`config.mk`:
```
export PLATFORM = sky130hd
export DESIGN_NAME = cellrv32_npu_instruction_fifo
export DESIGN_NICKNAME = d
export VERILOG_FILES = /design/src/rtl/cellrv32_npu_instruction_fifo.sv
export SDC_FILE = /design/constraint.sdc
export NUM_CORES = 1
export LEC_CHECK = 0
export ABC_CLOCK_PERIOD_IN_PS = 3950
export BUFFER_PORTS_ARGS = -buffer_cell sky130_fd_sc_hd__clkbuf_2
export CAP_MARGIN = 20
export CORE_ASPECT_RATIO = 1.75
export CORE_MARGIN = 2
export CORE_UTILIZATION = 55
export DETAILED_ROUTE_END_ITERATION = 10
export GPL_ROUTABILITY_DRIVEN = 1
export PLACE_DENSITY = 0.83
export SLEW_MARGIN = 20
export SYNTH_ARGS = -nofsm -noshare
export SYNTH_HDL_FRONTEND = slang
export SYNTH_SLANG_ARGS = --single-unit
```
`constraint.sdc`:
```
create_clock -name clk_i -period 3.95 [get_ports clk_i]
set_clock_uncertainty 0.1 [all_clocks]
set_input_delay 0.395 -clock clk_i [delete_from_list [all_inputs] [get_ports clk_i]]
set_output_delay 0.395 -clock clk_i [all_outputs]
set_load 0.01 [all_outputs]
```
`src/rtl/cellrv32_npu_instruction_fifo.sv`:
```
// NPU instruction FIFO: buffers host-written instructions in order
// and presents the head entry to the control coordinator (FWFT).
package cellrv32_npu_pkg;
  typedef struct packed {
    logic [7:0]  opcode;
    logic [7:0]  dst;
    logic [15:0] imm;
  } instruction_t;
endpackage

module cellrv32_npu_instruction_fifo
  import cellrv32_npu_pkg::*;
#(
  parameter int DEPTH = 32
) (
  input  logic                     clk_i,
  input  logic                     rst_i,
  input  logic                     enable_i,
  input  logic                     flush_i,
  input  instruction_t             wr_inst_i,
  input  logic                     wr_en_i,
  output logic                     full_o,
  output logic                     empty_o,
  output logic                     overflow_o,
  output logic [$clog2(DEPTH):0]   level_o,
  output logic [31:0]              issued_cnt_o,
  output instruction_t             inst_o,
  output logic                     inst_en_o,
  input  logic                     busy_i
);

  localparam int AW = $clog2(DEPTH);
  localparam int PW = AW + 1;

  instruction_t  r_mem [DEPTH];
  logic [PW-1:0] r_rd_ptr;
  logic [PW-1:0] r_wr_ptr;
  logic          r_overflow;
  logic [31:0]   r_issued;

  logic          w_empty;
  logic          w_full;
  logic          w_push;
  logic          w_pop;

  // Status and handshake decode from the current pointer state
  always_comb begin
    w_empty = (r_rd_ptr == r_wr_ptr);
    w_full  = (r_rd_ptr[AW-1:0] == r_wr_ptr[AW-1:0]) &&
              (r_rd_ptr[AW] != r_wr_ptr[AW]);
    w_push  = wr_en_i && !w_full;
    w_pop   = !w_empty && !busy_i && enable_i;
  end

  // Storage write; contents are never reset
  always_ff @(posedge clk_i) begin
    if (!rst_i && !flush_i && w_push)
      r_mem[r_wr_ptr[AW-1:0]] <= wr_inst_i;
  end

  // Pointers, sticky overflow and retire counter
  always_ff @(posedge clk_i) begin
    if (rst_i) begin
      r_rd_ptr   <= '0;
      r_wr_ptr   <= '0;
      r_overflow <= 1'b0;
      r_issued   <= '0;
    end else if (flush_i) begin
      r_rd_ptr   <= '0;
      r_wr_ptr   <= '0;
      r_overflow <= 1'b0;
    end else begin
      if (w_push)
        r_wr_ptr <= r_wr_ptr + PW'(1);
      if (w_pop) begin
        r_rd_ptr <= r_rd_ptr + PW'(1);
        r_issued <= r_issued + 32'd1;
      end
      if (wr_en_i && w_full)
        r_overflow <= 1'b1;
    end
  end

  // Output drive; head read is combinational
  always_comb begin
    full_o       = w_full;
    empty_o      = w_empty;
    overflow_o   = r_overflow;
    level_o      = r_wr_ptr - r_rd_ptr;
    issued_cnt_o = r_issued;
    inst_o       = r_mem[r_rd_ptr[AW-1:0]];
    inst_en_o    = !w_empty;
  end

endmodule

```
==> impl_metrics.tcl <==
set metrics [dict create \
    status "finished clean" \
    dr.pass1.iters 6 \
    dp.cells 3277 \
    synthXorXnorAreaFrac_pct 0.610 \
    grt_antenna_before_repair 4 \
    hold_depth 5 \
    io_pins 112 \
    fmax_mhz 256 \
    rsz0062_at_grt "no" \
    p_leak_nw 14.3 \
    cp-end-kind "output pin" \
    netlist_area_um2 41700 \
    wl_um 107000 \
    final-max-slew-violation-count 0 \
    netlist_instances 2191 \
    async_flop_share_pct 0 \
    synth_compound_area_share_pct 4.05 \
    mostFrequentLayoutCells "edfxtp_1, mux4_2, mux2i_1, clkbuf_2, clkbuf_16" \
    critPathKind "reg -> out" \
    r2r-end "r_mem[23][18]" \
    port_buffers 111 \
    crit_family "compound AO/OA/AOI/OAI gates" \
    die_w_um 212 \
    slowest_stage "a32oi_1" \
    maxSlewHeadroom_pct 42.4 \
    crit_end "inst_o[15]" \
    ys_seq_area_share_pct 76.2 \
    rows 133 \
    synthAdderAreaFrac_pct 0.378 \
    yosys_most_used_dff "edfxtp_1" \
    cts_buffers 84 \
    clock_latency_ns 0.68 \
    track_usage_pct 27.9 \
    ys_seq_elements 1074 \
    hold_class "in -> reg" \
    hold_violations 0 \
    via_count 22781 \
    synth_top_area_share_pct 73.8 \
    crit_chain "buf_4 -> and2_2 -> buf_12 -> a21oi_1 -> o21ai_0 -> a32oi_1 -> clkbuf_2" \
    period_needed_ns 3.91 \
    wl_per_cell_um 31.0 \
    grt_pass1_vias 23579 \
    grt_pass1_wl_um 155000 \
    drc_errors 0 \
    area_growth_pct 13.4 \
    worst-path-stages 7 \
    fin_crit_sh_pct 99.1 \
    r2r-start "r_wr_ptr[4]" \
    synth_edf_count 1024 \
    cts_buffer_depth 3 \
    muxShareOfSynthArea_pct 14.3 \
    peakVddDrop_uv 352 \
    avgSynthCellArea_um2 19.0 \
    ys_types 42 \
    r2r_slack_ns 0.56 \
    finalPower_w 0.0217 \
    synth_top_family_by_area "multiplexers" \
    die_h_um 368 \
    dp_hpwl_um 59400 \
    ant_nets 0 \
    cp_max_fo 32 \
    crit_buf_inv 3 \
    overflow 0 \
    yosysWarnings 0 \
    instances_no_fill 3441 \
    power_density_nw_per_um2 459 \
    ctsRootBufferMaster "clkbuf_16" \
    cts_tree "yes" \
    initial_core_util_pct 55.5 \
    grt_max_degree 61 \
    synth_top_cells_by_area "edfxtp_1, mux4_2, mux2i_1" \
    cts-htree-levels 3 \
    via_per_inst 6.62 \
    clk_pin_slew_ns 0.07 \
    clock-sinks 1074 \
    yosys.area.top_type "edfxtp_1" \
    tightestPinTransition_ns 0.863 \
    critPathRequiredTime_ns 3.45 \
    slowest_delay_ns 0.59 \
    nFillCells 4815 \
    core_area_um2 75100 \
    drt-initial-drc-count 2959 \
    start_kind "flip-flop" \
    place_congestion 0.867 \
    arrival_ns 3.42 \
    setup_viol 0 \
    reg2regPathDepth 6 \
    tns_ns 0 \
    final_common_cell "edfxtp_1" \
    drive_above_1_share_pct 25.3 \
    synthSimpleGateAreaFrac_pct 3.08 \
    final_net_count 2404 \
    synth_nets 2241 \
    die_area_um2 78100 \
    maxCapViolCount 0 \
]
==> registers in the layout, summed over array words and instances, names as in the netlist, named ones only <==
name and cells:
issued_cnt_o 32, r_wr_ptr 6, r_mem 1024, overflow_o 1, r_rd_ptr 6
==> stage by stage <==
step	utilization, %	setup WS [ns]	hold WS (ns)	cell area [um2]
floorplan	-	0.271	0.394	41700
global placement	59.0	0.708	0.380	44300
detailed placement	59.0	0.609	0.389	44300
CTS	62.9	0.0228	0.0901	47200
global route	63.0	0.0666	0.153	47300
finish	63.0	0.0371	0.113	47300
==> worst reg2reg max path, cell delays in order (launching register included) <==
cell     delay [ns]
dfxtp_1        0.51
ha_1           0.35
and4_1         0.28
a31oi_1        0.31
nand3_1        0.55
nor2_4         0.65
buf_12         0.30
==> area by class of cell <==
class	count	area (um2)	share of cell area (%)
Sequential cell	1074	31800	67.2
Multi-Input combinational cell	970	9610	20.3
Clock buffer	104	2310	4.90
Timing Repair Buffer	204	1630	3.45
Tap cell	1012	1270	2.68
Clock inverter	54	597	1.26
Inverter	20	75.1	0.159
Antenna cell	3	7.51	0.0159
==> per-layer routing <==
metal | wire, um | global-route usage, %
met3 | 10500 | 4.94
met4 | 6480 | 16.1
met2 | 55700 | 47.7
met5 | 0 | 0
met1 | 34000 | 33.0
==> power breakdown <==
part / total, W / internal [W] / switching (W)
Sequential: 0.0125 / 0.0125 / 0.00000748
Clock: 0.00890 / 0.00489 / 0.00401
Combinational: 0.000345 / 0.0000817 / 0.000263
Total: 0.0217 / 0.0174 / 0.00428
==> worst min path at each step <==
stage,start,end
after floorplan,wr_inst_i[0],r_mem[0][0]
after global placement,overflow_o,overflow_o
after detailed placement,issued_cnt_o[29],issued_cnt_o[29]
after CTS,enable_i,issued_cnt_o[3]
after global routing,enable_i,issued_cnt_o[3]
final,enable_i,issued_cnt_o[3]
==> what timing repair did <==
item / 4_1_cts / 5_1_grt
setup endpoints to repair: 0 / 4
hold buffers: 2 / 0
resized for setup: 0 / 1
buffers inserted: 0 / 1
hold endpoints to repair: 2 / 0
==> Yosys cell counts, types with 2 or more instances <==
| master | instances |
|---|---|
| a31oi_1 | 2 |
| edfxtp_1 | 1024 |
| buf_2 | 19 |
| buf_1 | 22 |
| nand3b_1 | 3 |
| or3b_2 | 2 |
| mux4_2 | 160 |
| and2_1 | 2 |
| nor4_1 | 5 |
| xnor2_1 | 24 |
| nand3_1 | 46 |
| o31ai_1 | 6 |
| or3_1 | 7 |
| nand4_1 | 10 |
| mux2_2 | 65 |
| buf_6 | 2 |
| or2_2 | 2 |
| clkbuf_1 | 84 |
| inv_1 | 20 |
| nand2_1 | 87 |
| nor2b_1 | 6 |
| a221oi_1 | 32 |
| mux2i_1 | 160 |
| a32oi_1 | 32 |
| nand2b_1 | 2 |
| nor2_1 | 76 |
| a21oi_1 | 85 |
| nor3_1 | 10 |
| and4_1 | 3 |
| and3_1 | 4 |
| or4_1 | 9 |
| ha_1 | 11 |
| dfxtp_1 | 50 |
| xor2_1 | 5 |
| a22oi_1 | 32 |
| o21ai_0 | 76 |
==> cell families (layout without fill, tap and decap cells) <==
kind of cell               count (synthesis)  in the layout
adders and majority gates                 12             12
and+or+nand+nor                          276            276
DFF                                     1074           1074
AOI/OAI and AO/OA                        268            268
xor gates and xnor gates                  29             29
muxes                                    385            385
other                                      0              3
buffers and inverters                    147            382
(Power assumes the default switching activity.)
